`src/rtl/ifetch_prefetch_pkg.sv`:
```
// Shared fetch constants: instruction size, default reset PC, PC increment.
package ifetch_prefetch_pkg;

    localparam int unsigned INSN_BYTES       = 4;
    localparam int unsigned PC_INC           = INSN_BYTES;
    localparam logic [31:0] DEFAULT_RESET_PC = 32'h0000_0000;

    function automatic logic misaligned(input logic [1:0] lo);
        return lo != 2'b00;
    endfunction

endpackage

```
`src/rtl/ifetch_prefetch_if.sv`:
```
// Fetch-stage bus bundle: imem request/response, redirect and decode channels.
interface ifetch_prefetch_if #(
    parameter int XLEN   = 32,
    parameter int ADDR_W = 32
);
    logic              imem_req_valid;
    logic              imem_req_ready;
    logic [ADDR_W-1:0] imem_req_addr;
    logic              imem_rsp_valid;
    logic [XLEN-1:0]   imem_rsp_data;
    logic              redirect_valid;
    logic [ADDR_W-1:0] redirect_pc;
    logic              inst_valid;
    logic              inst_ready;
    logic [XLEN-1:0]   inst_data;
    logic [ADDR_W-1:0] inst_pc;
    logic              fetch_fault;

    modport master (
        output imem_req_valid, imem_req_addr,
        input  imem_req_ready, imem_rsp_valid, imem_rsp_data,
        input  redirect_valid, redirect_pc,
        output inst_valid, inst_data, inst_pc,
        input  inst_ready,
        output fetch_fault
    );

    modport slave (
        input  imem_req_valid, imem_req_addr,
        output imem_req_ready, imem_rsp_valid, imem_rsp_data,
        output redirect_valid, redirect_pc,
        input  inst_valid, inst_data, inst_pc,
        output inst_ready,
        input  fetch_fault
    );
endinterface

```
`src/rtl/ifetch_prefetch_buffer.sv`:
```
// Reservation FIFO: an entry is claimed when a request is accepted and
// filled in order when its response returns; only filled heads are exposed.
module ifetch_prefetch_buffer #(
    parameter int XLEN   = 32,
    parameter int ADDR_W = 32,
    parameter int DEPTH  = 4
) (
    input  logic                   clk,
    input  logic                   rst,
    input  logic                   reserve_i,
    input  logic [ADDR_W-1:0]      reserve_pc_i,
    input  logic                   fill_i,
    input  logic [XLEN-1:0]        fill_data_i,
    input  logic                   pop_i,
    input  logic                   flush_i,
    output logic [$clog2(DEPTH):0] count_o,
    output logic [$clog2(DEPTH):0] unfilled_o,
    output logic                   head_valid_o,
    output logic [XLEN-1:0]        head_data_o,
    output logic [ADDR_W-1:0]      head_pc_o
);
    localparam int PTR_W = $clog2(DEPTH);
    localparam int CNT_W = PTR_W + 1;

    logic [PTR_W-1:0]  head_q, head_d, tail_q, tail_d, fill_q, fill_d;
    logic [CNT_W-1:0]  count_q, count_d, unfilled_q, unfilled_d;
    logic [DEPTH-1:0]  filled_q, filled_d;
    logic [ADDR_W-1:0] pc_mem   [DEPTH];
    logic [XLEN-1:0]   data_mem [DEPTH];

    always_comb begin
        head_d     = head_q;
        tail_d     = tail_q;
        fill_d     = fill_q;
        count_d    = count_q;
        unfilled_d = unfilled_q;
        filled_d   = filled_q;
        if (flush_i) begin
            head_d     = '0;
            tail_d     = '0;
            fill_d     = '0;
            count_d    = '0;
            unfilled_d = '0;
            filled_d   = '0;
        end else begin
            // Fill always targets a non-head slot when a pop happens, so the two never collide.
            if (fill_i) begin
                filled_d[fill_q] = 1'b1;
                fill_d           = fill_q + PTR_W'(1);
            end
            if (pop_i) begin
                filled_d[head_q] = 1'b0;
                head_d           = head_q + PTR_W'(1);
            end
            if (reserve_i) begin
                tail_d = tail_q + PTR_W'(1);
            end
            count_d    = count_q + CNT_W'(reserve_i) - CNT_W'(pop_i);
            unfilled_d = unfilled_q + CNT_W'(reserve_i) - CNT_W'(fill_i);
        end
    end

    always_ff @(posedge clk or posedge rst) begin
        if (rst) begin
            head_q     <= '0;
            tail_q     <= '0;
            fill_q     <= '0;
            count_q    <= '0;
            unfilled_q <= '0;
            filled_q   <= '0;
        end else begin
            head_q     <= head_d;
            tail_q     <= tail_d;
            fill_q     <= fill_d;
            count_q    <= count_d;
            unfilled_q <= unfilled_d;
            filled_q   <= filled_d;
        end
    end

    always_ff @(posedge clk) begin
        if (reserve_i && !flush_i) pc_mem[tail_q] <= reserve_pc_i;
        if (fill_i && !flush_i)    data_mem[fill_q] <= fill_data_i;
    end

    assign count_o      = count_q;
    assign unfilled_o   = unfilled_q;
    assign head_valid_o = filled_q[head_q];
    assign head_data_o  = head_valid_o ? data_mem[head_q] : '0;
    assign head_pc_o    = head_valid_o ? pc_mem[head_q] : '0;

endmodule

```
`src/rtl/ifetch_prefetch.sv`:
```
// Fetch stage: PC, in-order imem requests, prefetch buffer, redirect flush.
// Optional feature macro: IFETCH_MISALIGN_TRAP_EN (trap on misaligned redirect target).
module ifetch_prefetch
    import ifetch_prefetch_pkg::*;
#(
    parameter int                XLEN     = 32,
    parameter int                ADDR_W   = 32,
    parameter int                DEPTH    = 4,
    parameter logic [ADDR_W-1:0] RESET_PC = ADDR_W'(DEFAULT_RESET_PC)
) (
    input logic               clk,
    input logic               rst,
    ifetch_prefetch_if.master fetch_io
);
    localparam int             CNT_W   = $clog2(DEPTH) + 1;
    localparam logic [CNT_W:0] DEPTH_C = (CNT_W + 1)'(DEPTH);

    logic [ADDR_W-1:0] pc_q, pc_d, redirect_tgt;
    logic [CNT_W-1:0]  discard_q, discard_d, count, unfilled;
    logic [CNT_W:0]    occupancy;
    logic              run_q, fault_q, fault_d;
    logic              req_valid, accept, fill, pop, head_valid;

    // Stale in-flight responses still occupy memory slots, so they count against capacity.
    assign occupancy = {1'b0, count} + {1'b0, discard_q};
    assign req_valid = run_q & (occupancy < DEPTH_C) & ~fetch_io.redirect_valid & ~fault_q;
    assign accept    = req_valid & fetch_io.imem_req_ready;
    assign fill      = fetch_io.imem_rsp_valid & (discard_q == '0) & ~fetch_io.redirect_valid;
    assign pop       = head_valid & fetch_io.inst_ready & ~fetch_io.redirect_valid;

`ifdef IFETCH_MISALIGN_TRAP_EN
    assign redirect_tgt = fetch_io.redirect_pc;
    assign fault_d      = fetch_io.redirect_valid ? misaligned(fetch_io.redirect_pc[1:0]) : fault_q;
`else
    assign redirect_tgt = fetch_io.redirect_pc & ~ADDR_W'(INSN_BYTES - 1);
    assign fault_d      = 1'b0;
`endif

    always_comb begin
        pc_d      = pc_q;
        discard_d = discard_q;
        if (fetch_io.redirect_valid) begin
            pc_d      = redirect_tgt;
            discard_d = discard_q + unfilled - CNT_W'(fetch_io.imem_rsp_valid);
        end else begin
            if (accept) pc_d = pc_q + ADDR_W'(PC_INC);
            if (fetch_io.imem_rsp_valid && discard_q != '0) discard_d = discard_q - CNT_W'(1);
        end
    end

    always_ff @(posedge clk or posedge rst) begin
        if (rst) begin
            pc_q      <= RESET_PC;
            discard_q <= '0;
            run_q     <= 1'b0;
            fault_q   <= 1'b0;
        end else begin
            pc_q      <= pc_d;
            discard_q <= discard_d;
            run_q     <= 1'b1;
            fault_q   <= fault_d;
        end
    end

    ifetch_prefetch_buffer #(
        .XLEN   (XLEN),
        .ADDR_W (ADDR_W),
        .DEPTH  (DEPTH)
    ) u_buffer (
        .clk          (clk),
        .rst          (rst),
        .reserve_i    (accept),
        .reserve_pc_i (pc_q),
        .fill_i       (fill),
        .fill_data_i  (fetch_io.imem_rsp_data),
        .pop_i        (pop),
        .flush_i      (fetch_io.redirect_valid),
        .count_o      (count),
        .unfilled_o   (unfilled),
        .head_valid_o (head_valid),
        .head_data_o  (fetch_io.inst_data),
        .head_pc_o    (fetch_io.inst_pc)
    );

    assign fetch_io.imem_req_valid = req_valid;
    assign fetch_io.imem_req_addr  = pc_q;
    assign fetch_io.inst_valid     = head_valid;
    assign fetch_io.fetch_fault    = fault_q;

`ifndef SYNTHESIS
    a_no_orphan_rsp: assert property (@(posedge clk) disable iff (rst)
        fetch_io.imem_rsp_valid |-> (discard_q != '0 || unfilled != '0));
`endif

endmodule

```
`src/flat_wrapper.sv`:
```
// flat-port wrapper written by rule: the top's interface ports become plain ports
module ifetch_prefetch_flat import ifetch_prefetch_pkg::*;
#(
    parameter int                XLEN     = 32,
    parameter int                ADDR_W   = 32,
    parameter int                DEPTH    = 4,
    parameter logic [ADDR_W-1:0] RESET_PC = ADDR_W'(DEFAULT_RESET_PC)
)
  (clk, rst, fetch_io_imem_req_valid, fetch_io_imem_req_addr, fetch_io_imem_req_ready, fetch_io_imem_rsp_valid, fetch_io_imem_rsp_data, fetch_io_redirect_valid, fetch_io_redirect_pc, fetch_io_inst_valid, fetch_io_inst_data, fetch_io_inst_pc, fetch_io_inst_ready, fetch_io_fetch_fault);
  ifetch_prefetch_if #(.XLEN(XLEN), .ADDR_W(ADDR_W)) fetch_io_i ();
  input logic clk;
  input logic rst;
  output wire logic [$bits(fetch_io_i.imem_req_valid)-1:0] fetch_io_imem_req_valid;
  output wire logic [$bits(fetch_io_i.imem_req_addr)-1:0] fetch_io_imem_req_addr;
  input wire logic [$bits(fetch_io_i.imem_req_ready)-1:0] fetch_io_imem_req_ready;
  input wire logic [$bits(fetch_io_i.imem_rsp_valid)-1:0] fetch_io_imem_rsp_valid;
  input wire logic [$bits(fetch_io_i.imem_rsp_data)-1:0] fetch_io_imem_rsp_data;
  input wire logic [$bits(fetch_io_i.redirect_valid)-1:0] fetch_io_redirect_valid;
  input wire logic [$bits(fetch_io_i.redirect_pc)-1:0] fetch_io_redirect_pc;
  output wire logic [$bits(fetch_io_i.inst_valid)-1:0] fetch_io_inst_valid;
  output wire logic [$bits(fetch_io_i.inst_data)-1:0] fetch_io_inst_data;
  output wire logic [$bits(fetch_io_i.inst_pc)-1:0] fetch_io_inst_pc;
  input wire logic [$bits(fetch_io_i.inst_ready)-1:0] fetch_io_inst_ready;
  output wire logic [$bits(fetch_io_i.fetch_fault)-1:0] fetch_io_fetch_fault;
  assign fetch_io_imem_req_valid = fetch_io_i.imem_req_valid;
  assign fetch_io_imem_req_addr = fetch_io_i.imem_req_addr;
  assign fetch_io_i.imem_req_ready = fetch_io_imem_req_ready;
  assign fetch_io_i.imem_rsp_valid = fetch_io_imem_rsp_valid;
  assign fetch_io_i.imem_rsp_data = fetch_io_imem_rsp_data;
  assign fetch_io_i.redirect_valid = fetch_io_redirect_valid;
  assign fetch_io_i.redirect_pc = fetch_io_redirect_pc;
  assign fetch_io_inst_valid = fetch_io_i.inst_valid;
  assign fetch_io_inst_data = fetch_io_i.inst_data;
  assign fetch_io_inst_pc = fetch_io_i.inst_pc;
  assign fetch_io_i.inst_ready = fetch_io_inst_ready;
  assign fetch_io_fetch_fault = fetch_io_i.fetch_fault;
  ifetch_prefetch #(.XLEN(XLEN), .ADDR_W(ADDR_W), .DEPTH(DEPTH), .RESET_PC(RESET_PC)) u_core (.clk(clk), .rst(rst), .fetch_io(fetch_io_i));
endmodule
```
`config.mk`:
```
export PLATFORM = sky130hd
export DESIGN_NAME = ifetch_prefetch_flat
export DESIGN_NICKNAME = d
export VERILOG_FILES = /design/src/rtl/ifetch_prefetch_pkg.sv /design/src/rtl/ifetch_prefetch_if.sv /design/src/rtl/ifetch_prefetch_buffer.sv /design/src/rtl/ifetch_prefetch.sv /design/src/flat_wrapper.sv
export SDC_FILE = /design/constraint.sdc
export NUM_CORES = 1
export LEC_CHECK = 0
export ABC_AREA = 1
export CAP_MARGIN = 20
export CORE_ASPECT_RATIO = 0.6
export CORE_UTILIZATION = 35
export DETAILED_ROUTE_END_ITERATION = 6
export GPL_ROUTABILITY_DRIVEN = 1
export GPL_TIMING_DRIVEN = 0
export SLEW_MARGIN = 0
export SYNTH_ARGS = -nofsm -noshare
export SYNTH_HDL_FRONTEND = slang
export SYNTH_HIERARCHICAL = 1
export SYNTH_SLANG_ARGS = --single-unit
```
`constraint.sdc`:
```
create_clock -name clk -period 10.3 [get_ports clk]
set_input_delay 1.03 -clock clk [delete_from_list [all_inputs] [get_ports clk]]
set_output_delay 1.03 -clock clk [all_outputs]
set_load 0.05 [all_outputs]
```
Word level (Yosys, flattened, before mapping)
Memory sizes are Yosys's and may differ from the RTL's.
Cells that the tools add are included.
{"block": "totals", "n_memories": 2, "wordCells": 79, "out_inout_bits": 99, "ff_bits": 52, "ram_bits": 256}
{"memory": "u_core.u_buffer.data_mem", "words": 4, "width": 32, "read_ports": 1, "rd_clocked_by_memory_dff": 0, "write_ports": 1, "line": "ifetch_prefetch_buffer.sv:29", "text": "logic [XLEN-1:0] data_mem [DEPTH];"}
{"memory": "u_core.u_buffer.pc_mem", "words": 4, "width": 32, "read_ports": 1, "rd_clocked_by_memory_dff": 0, "write_ports": 1, "line": "ifetch_prefetch_buffer.sv:28", "text": "logic [ADDR_W-1:0] pc_mem [DEPTH];"}
{"block": "op_classes", "addsub": 12, "n_mux": 28, "n_bitwise": 11, "n_lt_le_gt_ge": 5, "reduce_logical": 12}
{"operator": "$mux W32", "n": 4}
{"operator": "$add A32 B3 Y32 const B", "n": 1}
{"operator": "$mux W4", "n": 4}
{"operator": "$mux W2", "n": 6}
{"operator": "$mux W3", "n": 4}
{"operator": "$sub A3 B1 Y3", "n": 3}
{"operator": "$reduce_bool A2 Y1", "n": 4}
{"operator": "$and A1 B1 Y1", "n": 7}
{"operator": "$mux W1", "n": 7}
{"operator": "$add A2 B1 Y2 const B", "n": 3}
{"operator": "$add A3 B1 Y3", "n": 2}
{"operator": "$lt A2 B3 Y1 const B", "n": 2}
{"operator": "$logic_and A1 B1 Y1", "n": 5}
{"operator": "$add A3 B3 Y4", "n": 1}
{"operator": "$and A4 B4 Y4", "n": 1}
{"operator": "$demux W1 S2", "n": 2}
{"operator": "$ge A2 B1 Y1 const B", "n": 2}
{"operator": "$lt A4 B3 Y1 const B", "n": 1}
{"operator": "$not A4 Y4", "n": 1}
{"operator": "$or A4 B4 Y4", "n": 1}
{"operator": "$add A3 B3 Y3", "n": 1}
{"operator": "$logic_not A3 Y1", "n": 1}
{"operator": "$reduce_bool A3 Y1", "n": 1}
{"operator": "$sub A3 B1 Y3 const B", "n": 1}
{"operator": "3 further kinds", "n": 3}

Logic depth before layout (Yosys ltp)
Gate-level depths: netlist (run 1).
{"block": "logic_depth", "ltp_word": 10, "ltp_mapped": 16}

Cells and area by module
Netlist (run 1), hierarchy kept.
{"mod": "ifetch_prefetch_buffer", "cells_each": 1261, "instances": 1, "seq_area_each_um2": 8087.8, "area_each_um2": 12400.6}
{"mod": "ifetch_prefetch", "cells_each": 405, "instances": 1, "seq_area_each_um2": 850.8, "area_each_um2": 2626.3}

Worst setup path after synthesis (run 1)
Ideal clock, no wire load.
{"block": "synth_path", "kind": "input to register", "start": "in fetch_io_redirect_valid", "end": "mem u_core.u_buffer.data_mem[0][0] (enable)", "required_ps": 9879, "stages": 7, "setup_time_ps": 421, "arrival_ps": 3394, "setup_slack_ps": 6485, "n_path_buf": 2, "cell_sequence": "buf_6 -> inv_1 -> buf_1 -> nand2_1 -> nor2_1 -> nand2_1 -> nor2_1"}
{"block": "synth_between", "elab_chain_len": 5, "word_cells_on_any_way": 6, "classes_between": "mux: 2; bitwise: 2; reduce/logical: 2"}
{"item": "start, declared", "line": "flat_wrapper.sv:18", "text": "input wire logic [$bits(fetch_io_i.redirect_valid)-1:0] fetch_io_redirect_valid;"}
{"item": "$not A1 Y1", "line": "ifetch_prefetch.sv:28", "text": "assign fill = fetch_io.imem_rsp_valid & (discard_q == '0) & ~fetch_io.redirect_valid;"}
{"item": "$and A1 B1 Y1", "line": "ifetch_prefetch.sv:28"}
{"item": "named net u_core.fill", "line": "ifetch_prefetch.sv:22", "text": "logic req_valid, accept, fill, pop, head_valid;"}
{"item": "$logic_and A1 B1 Y1", "line": "ifetch_prefetch_buffer.sv:83", "text": "if (fill_i && !flush_i) data_mem[fill_q] <= fill_data_i;"}
{"item": "$mux W1", "line": "ifetch_prefetch_buffer.sv:83"}
{"item": "$mux W1 (not written as such)", "line": "ifetch_prefetch_buffer.sv:83"}
{"item": "end, declared", "line": "ifetch_prefetch_buffer.sv:29"}
The timed path passes the listed nets, and every way through them passes these cells.

Worst setup path in the final report (run 1)
{"block": "layout_path", "start": "in fetch_io_redirect_valid", "end": "out fetch_io_imem_req_valid"}
{"block": "layout_between", "elab_chain_len": 2}
{"item": "$not A1 Y1", "line": "ifetch_prefetch.sv:26", "text": "assign req_valid = run_q & (occupancy < DEPTH_C) & ~fetch_io.redirect_valid & ~fault_q;"}
{"item": "$and A1 B1 Y1", "line": "ifetch_prefetch.sv:26"}
{"item": "end, declared", "line": "flat_wrapper.sv:13", "text": "output wire logic [$bits(fetch_io_i.imem_req_valid)-1:0] fetch_io_imem_req_valid;"}
Every way passes these cells.

==> results.md, run 1 <==
* Post-synthesis simple-gate area fraction at a little under a quarter
* Setup TNS at 0 ns
* Slew @ Worst Pin at approximately 0.87 ns
* Setup Buffers After CTS at 0
* Crit-path cells: clkdlybuf4s50_1 > buf_6 > nor2_2 > nand2_2 > nor2_2 > clkdlybuf4s50_1
* Worst Skew at around 0.011 ns
* Power, Total at around 3.3 mW
* Detailed Route WL at between 30000 and 40000 µm
* CP peak stage delay at 0.90 ns
* Antenna-violating nets left at 0
* Share of cells above drive strength 1 at just under 10%
* Hold-fix buffers, CTS at 0
* Vias per inst at roughly 4.4
* Endpoint type of the worst setup path: output pin
* Lkg Pwr at roughly 8.7 nW
* Initial antenna violation count at 7
* Area contributors post-synth: edfxtp_1 51%, nand2_1 14%, inv_1 9.0%
* Fin nets at 1978
* Compound-Gate Fraction of Synth Area at 1.25%
* Sequential share of the synthesized area at between 50 and 60%
* Top cells by count, synth: 543 x nand2_1, 361 x inv_1, 256 x edfxtp_1, 184 x nand3_1, 64 x nor2_1
* Rows at 58
* Starting DRT DRC Count at between 700 and 800
* Cells after DPL at around 2400
* Fill count at about 4000
* Crit start category: input pin
* Final Hold Vio Count at 0
* Final Instance Count excl. Fillers at 2483
* Maximum capacitance violations at 0
* Port bufs at roughly 160
* Adder-cell area share of the yosys netlist at between 2 and 2.5%
* # clock sinks at just over 300
* Max frequency at 242 MHz
* Register area at about 9000 µm²
* Clk slew on worst S/H paths at 0.06 ns
* Final Max Slew Viols at 0
* Run status: finished, final reports clean
* Hold_ws at between 0.5 and 0.6 ns
* RSZ-0062 raised after global routing: no
* Post-CTS sizing at 0
* Mean routed wirelength per cell at around 16 µm
* DR vias at around 11000
* Die Y-Extent at about 160 µm
* Critical Path Fanout Max at 10
* CP arrival at ~3.1 ns
* Final Cycle Share at about two fifths
* Placer congestion estimate at slightly below 0.9
* Root buffer cell: clkbuf_16
* Post-DP HPWL at 27500 µm
* Synth Instances at around 1700
* Final core occ at between 40 and 50%
* WS Path Type: input pin to output pin
* Layout area overhead at 24.9%
* Post-synthesis mux area share at 0%
* Syn Area/Cell at about 9 µm²
* Worst path slowest cell: clkdlybuf4s50_1
* Ys async rst share at 16.3%
* Final setup viols at 0
* EDFF count, synth at roughly 260
* Warnings, synthesis at 6
* Wire length of the first global-routing pass at approximately 60000 µm
* CP required at between 9 and 10 ns
* Hold Path Class: register to register
* Initial Util at 35.7%
* Main synth FF type: edfxtp_1
* CORE AREA at roughly 42000 µm²
* Top Ports at approximately 170
* Yosys reg bits at approximately 300
* Largest net degree at the start of global routing at 28
* # DRC at 0
* Netlist cell types at 33
* Total GRT Usage at between 10% and 20%
* Count leader, synth: nand2_1
* Mapped cell area at about 15000 µm²
* Post-synth top area share at between 50% and 60%
* # H-tree levels at 1
* XOR/XNOR Fraction of Synth Area at 1.17%
* CTS tree: built
* Worst-skew pair later-pin latency at ~0.58 ns
* Clock tree buffer depth at 3
* DRT Pass-1 Iters at 5
* Worst slew margin at between 40% and 50%
* Largest area contributor in the netlist: edfxtp_1
* Number of buffers created by CTS at 31
* Pwr Density at between 150 and 200 nW/µm²
* Largest family of logic cells by synthesized area: simple AND/OR/NAND/NOR gates
* Die area at about 44000 µm²
* Gr ovfl total at 0
* Area occupied by multi-input gates at 4300 µm²
* Die width at between 200 and 300 µm
* Maximum VDD drop at approximately 110 µV
* Number of global-route vias before repair at slightly above 10000
* Minimum clock period at approximately 4.1 ns
## routing by layer
layer / global-route usage, % / vias to the layer above / wire [µm]
met5: 0 / - / 0
met4: 5.45 / 0 / 856
met3: 3.26 / 50 / 2220
met2: 27.6 / 271 / 17500
met1: 25.0 / 5122 / 18300
li1: - / 5543 / -
## metrics by stage
step / setup WS (ns) / cell area, µm²
5_1_grt: 6.09 / 18800
4_1_cts: 6.17 / 18700
6_report: 6.17 / 18800
3_3_place_gp: 4.07 / 17400
3_5_place_dp: 6.01 / 17700
2_1_floorplan: 6.48 / 15100
## final cells by class
class	instances	share of cell area (%)
sequential	306	47.6
inverter	383	7.68
buffer	66	2.37
antenna	7	0.0934
clock buffer	43	4.75
timing repair buffer	172	9.74
clock inverter	15	1.00
multi-input combinational	921	22.9
tap	570	3.80
## sequential cells by signal, indices dropped and copies added (netlist names)
name                           cells
u_core/discard_q                   3
u_core/fetch_io.imem_req_addr     30
u_core/run_q                       1
u_core/u_buffer/count_o            3
u_core/u_buffer/data_mem         128
u_core/u_buffer/fill_q             2
u_core/u_buffer/filled_q           4
u_core/u_buffer/head_q             2
u_core/u_buffer/pc_mem           128
u_core/u_buffer/tail_q             2
u_core/u_buffer/unfilled_o         3
## path summary, 6_finish.rpt
check / endpoint / slack (ns) / cells after the start / start
setup / recovery: fetch_io_imem_req_valid / 6.17 / 6 / fetch_io_redirect_valid
hold / removal: u_core/u_buffer/filled_q[1] / 0.52 / 2 / u_core/u_buffer/filled_q[1]
setup reg to reg: u_core/u_buffer/pc_mem[3][18] / 7.09 / 8 / u_core/discard_q[2]
hold reg to reg: u_core/u_buffer/filled_q[1] / 0.52 / 2 / u_core/u_buffer/filled_q[1]
max in group asynchronous: u_core/fetch_io.imem_req_addr[13] / 8.73 / 3 / rst
min in group asynchronous: u_core/u_buffer/count_o[1] / 0.91 / 2 / rst
## layout by cell type, fill, tap and decap left out, types with 5 or more instances in the layout
| master | netlist | routed |
|---|---|---|
| o21ai_0 | 11 | 11 |
| xnor2_1 | 8 | 8 |
| nor2_4 | 2 | 10 |
| buf_2 | 29 | 29 |
| o211ai_1 | 9 | 9 |
| nand3_1 | 184 | 184 |
| conb_1 | 2 | 12 |
| dfrtp_1 | 50 | 50 |
| buf_6 | 9 | 9 |
| clkinv_2 | 0 | 7 |
| diode_2 | 0 | 7 |
| clkbuf_1 | 8 | 14 |
| clkdlybuf4s50_1 | 0 | 163 |
| inv_2 | 21 | 21 |
| nor2_2 | 6 | 6 |
| clkbuf_16 | 0 | 32 |
| xor2_1 | 12 | 12 |
| buf_12 | 2 | 9 |
| nand2_1 | 543 | 543 |
| clkbuf_8 | 0 | 5 |
| nor2_1 | 64 | 56 |
| ha_1 | 24 | 24 |
| nand2_2 | 23 | 23 |
| a21oi_1 | 7 | 7 |
| inv_1 | 361 | 361 |
| buf_4 | 16 | 16 |
| edfxtp_1 | 256 | 256 |
## power by group
group          switching, mW  internal, mW
Sequential            0.0735          1.40
Clock                  0.474         0.704
Combinational          0.391         0.213
Total                  0.938          2.32
## kinds of logic (layout without fill, tap and decap cells)
logic type / count (synthesis) / after routing
other cells: 2 / 19
simple gates: 831 / 831
flops: 306 / 306
compound gates: 31 / 31
xor+xnor: 20 / 20
fa+ha+maj: 27 / 27
buf+inv: 449 / 679
## critical path: cells and delay by family
| kind | cells | cell delay, ns |
|---|---|---|
| buf+inv | 3 | 1.70 |
| simple gates | 3 | 0.37 |
No activity file was read; power rests on OpenSTA's default activity.
==> run 2, diff against run 1 <==
==> constraint.sdc (replaced) <==
create_clock -name clk -period 3.7 [get_ports clk]
set_input_delay 0.37 -clock clk [delete_from_list [all_inputs] [get_ports clk]]
set_output_delay 0.37 -clock clk [all_outputs]
set_load 0.05 [all_outputs]
==> results of run 2 <==
Same layout as run 1 (identical final DEF). Status: finished, final reports clean.
Among the figures that moved: setup slack after placement 6.01 ns -> 0.0674 ns; clock-pin slew on the worst setup and hold paths 0.06 ns -> 0.07 ns; setup slack after layout 6.17 ns -> 0.408 ns; hold slack 0.518 ns -> 0.250 ns; start point of the critical path fetch_io_redirect_valid -> u_core/u_buffer/head_q[1]; end point of the critical path fetch_io_imem_req_valid -> fetch_io_inst_pc[2]; register-to-register setup slack 7.09 ns -> 0.49 ns; total power 3.26 mW -> 9.08 mW; worst IR drop on VDD 111 µV -> 309 µV
==> run 3, diff against run 2 <==
--- a/config.mk
+++ b/config.mk
@@ -8,7 +8,7 @@
 export ABC_AREA = 1
 export CAP_MARGIN = 20
 export CORE_ASPECT_RATIO = 0.6
-export CORE_UTILIZATION = 35
+export CORE_UTILIZATION = 40
 export DETAILED_ROUTE_END_ITERATION = 6
 export GPL_ROUTABILITY_DRIVEN = 1
 export GPL_TIMING_DRIVEN = 0
==> run 3 against run 2 <==
  * Utilization increased by 6.1 points
  * Global-route usage increased by 2.7 points
  * Critical path depth unchanged
  * Critical path type unchanged
  * Largest cell class unchanged
==> results.md, run 3 (same netlist as run 1, synthesis figures left out) <==
* Run status: finished, final reports clean
* Worst slew margin at 44.8%
* Wl on met1 at about 19000 µm
* Gr ovfl total at 0
* Mean routed wirelength per cell at ~16 µm
* Pwr Density at around 480 nW/µm²
* Antenna-violating nets left at 0
* Initial antenna violation count at 2
* DR top layer: met4
* Clock tree buffer depth at 3
* Clk slew on worst S/H paths at 0.07 ns
* Port bufs at about 160
* Total GRT Usage at about a fifth
* Final Max Slew Viols at 0
* Share of cells above drive strength 1 at about a tenth
* CP bufs+invs at 5
* Hold Path Class: input pin to async pin
* Number of global-route vias before repair at roughly 11000
* Crit start category: register
* CP peak stage delay at just over 0.8 ns
* Worst path slowest cell: clkdlybuf4s50_1
* Reg-to-reg startpoint: u_core/discard_q[2]
* CP required at between 3 and 4 ns
* Die Y-Extent at 152 µm
* Wire length of the first global-routing pass at about 60000 µm
* Worst-skew pair later-pin latency at 0.57 ns
* Final Cycle Share at 90.2%
* Setup TNS at 0 ns
* Placer congestion estimate at a little over 0.9
* Die width at between 200 and 300 µm
* WL met2 at approximately 17000 µm
* Cells after DPL at 2351
* Final core occ at roughly half
* DR vias at ~11000
* Slew @ Worst Pin at 0.827 ns
* Crit path max-delay family: buffers and inverters
* Final Hold Vio Count at 0
* Commonest cells after routing, fill and taps aside: 543 x nand2_1, 360 x inv_1, 256 x edfxtp_1, 184 x nand3_1, 163 x clkdlybuf4s50_1
* Critical Path Fanout Max at 10
* Minimum clock period at approximately 3.3 ns
* # DRC at 0
* Final Instance Count excl. Fillers at 2410
* Endpoint type of the worst setup path: output pin
* Maximum VDD drop at 334 µV
* Most used cell, CP: buf_2
* Post-DP HPWL at 26900 µm
* Final setup viols at 0
* RSZ-0062 raised after global routing: no
* Initial Util at between 40% and 50%
* Most common cell after layout, fill and taps aside: nand2_1
* Root buffer cell: clkbuf_16
* DRT Pass-1 Iters at 5
* WS Path Type: register to output pin
* Lkg Pwr at between 8 and 9 nW
* Hold-fix buffers, CTS at 0
* Rows at between 50 and 60
* Layout area overhead at 23.7%
* Die area at 38400 µm²
* Detailed Route WL at between 30000 and 40000 µm
* Number of buffers created by CTS at 31
* Fin nets at around 2000
* Post-CTS sizing at 0
* Largest net degree at the start of global routing at 35
* Met3 WL at approximately 2100 µm
* CORE AREA at 36700 µm²
* CP arrival at roughly 3.0 ns
* Setup ws final at about 0.36 ns
* Top Ports at around 170
* Power, Total at 8.90 mW
* Max frequency at around 300 MHz
* Starting DRT DRC Count at 742
* Maximum capacitance violations at 0
* Crit-path cells: inv_1 > buf_2 > buf_2 > nand3_1 > nand2_1 > nand2_2 > inv_2 > clkdlybuf4s50_1
* Worst slack, placed at -0.0542 ns
* CTS tree: built
* Vias per inst at between 4 and 5
* Worst Skew at around 0.015 ns
* CP startpoint: u_core/u_buffer/head_q[1]
* # H-tree levels at 1
* Setup Buffers After CTS at 0
* # clock sinks at between 300 and 400
-- run 3: stage by stage --
| step | cell area, µm² | hold slack [ns] |
|---|---|---|
| 2_1_floorplan | 15100 | 0.284 |
| 3_3_place_gp | 17300 | 0.498 |
| 3_5_place_dp | 17600 | 0.508 |
| 4_1_cts | 18600 | 0.277 |
| 5_1_grt | 18600 | 0.344 |
| 6_report | 18600 | 0.268 |
-- run 3: area by class of cell --
type                    instances  area (µm²)
diodes                          2        5.00
plain buffers                  66         445
clock buffers                  32         779
clock inverters                25         224
fillers                      3324       18100
inverters                     383        1440
multi-input cells             921        4300
flip-flops and latches        306        8940
well taps                     504         631
repair buffers                171        1830
-- run 3: final timing paths --
path	end	slack [ns]	depth (start not counted)
min in group clk	u_core/fetch_io.imem_req_addr[16]	0.37	3
worst min register to register	u_core/u_buffer/filled_q[1]	0.52	2
worst max register to register	u_core/u_buffer/pc_mem[3][25]	0.46	8
max in group asynchronous	u_core/fetch_io.imem_req_addr[3]	2.84	2
worst min-delay path	u_core/u_buffer/unfilled_o[2]	0.27	2
worst max-delay path	fetch_io_inst_pc[19]	0.36	8
-- run 3: power by group --
group | leakage, nW | switching, mW | internal, mW
sequential | 2.94 | 0.212 | 3.91
clock | 0.496 | 1.31 | 1.80
combinational | 5.21 | 1.08 | 0.590
total | 8.65 | 2.60 | 6.30
-- run 3: layer usage --
metal | GRT usage (%) | up-vias
li1 | - | 5536
met1 | 31.1 | 5202
met2 | 30.7 | 252
met3 | 2.85 | 52
met4 | 4.18 | 0
met5 | 0 | -
-- run 3: worst reg2reg max path, cell delays in order (launching register included) --
cell and delay [ns]:
dfrtp_1 0.48, ha_1 0.33, inv_1 0.07, nand2_2 0.08, nor3_4 0.34, buf_2 0.41
nand2_1 0.32, nor2_4 0.64, buf_16 0.25
==> RTL edit: new RTL, config.mk and constraints of run 1 <==
The option `IFETCH_MISALIGN_TRAP_EN` is turned on by a define.
--- a/src/rtl/ifetch_prefetch.sv
+++ b/src/rtl/ifetch_prefetch.sv
@@ -2,2 +2,4 @@
 // Optional feature macro: IFETCH_MISALIGN_TRAP_EN (trap on misaligned redirect target).
+`define IFETCH_MISALIGN_TRAP_EN
+
 module ifetch_prefetch
Check against the original RTL: not equivalent (Yosys sat finds a counterexample within 4 cycles, from zero or initial values and one cycle with rst high).
==> RTL edit against run 1 <==
Design area up 2.1%. Wire length grew 6.0%. Sequential cell count increased by 3. Synthesized area grew 2.0%. Critical path depth rose by 1. Critical path type unchanged. Setup slack worse by 0.048 ns. Maximum frequency shrank 1.2%. Total power increased by 0.30%.
==> RTL edit: results (changes against run 1) <==
[outcome]
status = finished, final reports clean

[clock_tree]
htreeDepth = 2  ; +1
cts_buffers = 34  ; +9.7%
clk_latency_ns = 0.53  ; -0.05 ns
clk_pin_slew_ns = 0.06  ; about the same

[yosys]
synth-async-reset-ratio = 0.172  ; +0.00812
synth_common_cells = nand2_1 (582), inv_1 (373), edfxtp_1 (256), nand3_1 (190), nor2_1 (55)
synth_cell_types = 37  ; +12%
ys_seq_area_frac = 0.588  ; -0.00695
synthFlopType = edfxtp_1
synthCells = 1720  ; +3.2%
synthTopCellsByArea = edfxtp_1 (50%), nand2_1 (14%), inv_1 (9.1%)
yosys_warnings = 6  ; unchanged

[power]
ir_drop_v = 0.0000892  ; -20%
p_leak_nw = 8.91  ; +2.6%

[global_routing]
grt_pass1_wl_um = 62900  ; +5.6%
use_met3 = 0.0338  ; +0.00119
met2_usage = 0.288  ; +0.0120
grt_max_degree = 37  ; +32%
track_usage = 0.185  ; +0.00881
met1_usage = 0.266  ; +0.0159
antenna_found_initial = 2  ; -5

[route]
viasPerCell = 4.54  ; +2.7%
avgRoutedWirePerCell_um = 16.3  ; +4.1%
vias = 11500  ; +4.6%
dr.pass1.iters = 7  ; +2
drtIter0Drc = 834  ; +17%

[critical_path]
crit_path_max_incr_delay_ns = 0.84  ; -0.06 ns
worstRegToRegCells = 11  ; +3
arrival_ns = 3.15  ; +0.05 ns
path_max_fanout = 7  ; -3
r2r_setup_slack_ns = 7.22  ; +0.13 ns
r2r_end = u_core/u_buffer/pc_mem[2][5]$_DFFE_PP_

[hold_path]
min_path_cells = 2  ; unchanged
min_to = u_core/u_buffer/filled_q[2]$_DFF_PP0_

[timing]
slew_headroom = 0.455  ; +0.0327
skew_ns = 0.0273  ; +0.0166 ns
postLayoutSetupSlackWorst_ns = 6.12  ; -0.0483 ns

[placement]
dp_cells = 2467  ; +2.0%
place_congestion = 0.913  ; +4.1%
placement.io_buffers = 168  ; +3.1%
pre_cts_slack_ns = 5.73  ; -0.273 ns
dp_hpwl_um = 29000  ; +5.6%

[layout]
fillers = 4090  ; +2.5%
drive_gt1_frac = 0.101  ; +0.00464
nNetsFinal = 2030  ; +2.6%

[RTL edit: changes by cell type in the layout (fill, tap and decap cells not counted), moves of 6 or more]
cell,before,now
nand2_1,543,582
conb_1,12,1
inv_1,361,372
nor2_1,56,47
o211ai_1,9,1
xor2_1,12,5
nand3_1,184,190
[RTL edit: layout make-up]
| type | count | share of cell area |
|---|---|---|
| sequential | 309 | 0.471 |
| clock inverter | 21 | 0.0127 |
| multi-input combinational | 948 | 0.231 |
| clock buffer | 39 | 0.0465 |
| antenna | 2 | 0.000261 |
| buffer | 64 | 0.0231 |
| timing repair buffer | 177 | 0.0996 |
| inverter | 399 | 0.0786 |
| tap | 570 | 0.0372 |
[RTL edit: logic make-up (layout without fill, tap and decap cells)]
family / after synthesis / in the layout / share of synthesized area
fa+ha+maj: 27 / 27 / 0.0235
buf+inv: 463 / 700 / 0.127
flops: 309 / 309 / 0.588
simple gates: 884 / 884 / 0.246
compound gates: 22 / 22 / 0.00783
xor+xnor: 14 / 14 / 0.00800
other cells: 1 / 3 / 0.000245
[RTL edit: stage by stage]
step	power (mW)	hold WS (ns)	area (um^2)	util
after floorplan	1.84	0.481	15300	-
after global placement	2.04	0.498	17700	0.417
after detailed placement	2.05	0.503	18000	0.424
after CTS	3.30	0.514	19100	0.450
after global routing	3.41	0.558	19200	0.450
final	3.27	0.508	19200	0.450
[RTL edit: how the worst max path moves through the flow]
stage | from | end | depth (start not counted)
finish | fetch_io_redirect_valid | fetch_io_imem_req_valid | 7
global route | fetch_io_redirect_valid | fetch_io_imem_req_valid | 7
CTS | fetch_io_redirect_valid | fetch_io_imem_req_valid | 7
detailed placement | fetch_io_redirect_valid | u_core/u_buffer/data_mem[3][18]$_DFFE_PP_ | 8
global placement | fetch_io_redirect_valid | u_core/u_buffer/data_mem[3][17]$_DFFE_PP_ | 7
floorplan | fetch_io_redirect_valid | u_core/u_buffer/data_mem[0][0]$_DFFE_PP_ | 6
[RTL edit: worst reg2reg max path, delay by kind of cell, from the launching register on]
kind / cells / cell delay (ns)
buffers and inverters: 5 / 0.73
and+or+nand+nor: 5 / 1.26
adders and majority gates: 1 / 0.32
DFF: 1 / 0.47
[RTL edit: layer usage]
| metal | vias to the layer above | share of wire |
|---|---|---|
| li1 | 5695 | - |
| met2 | 303 | 0.44 |
| met5 | - | 0 |
| met1 | 5435 | 0.48 |
| met3 | 55 | 0.063 |
| met4 | 0 | 0.017 |
[RTL edit: report_power, final]
part | internal (mW) | switching (mW)
registers | 1.40 | 0.0655
logic | 0.197 | 0.361
clock network | 0.750 | 0.495
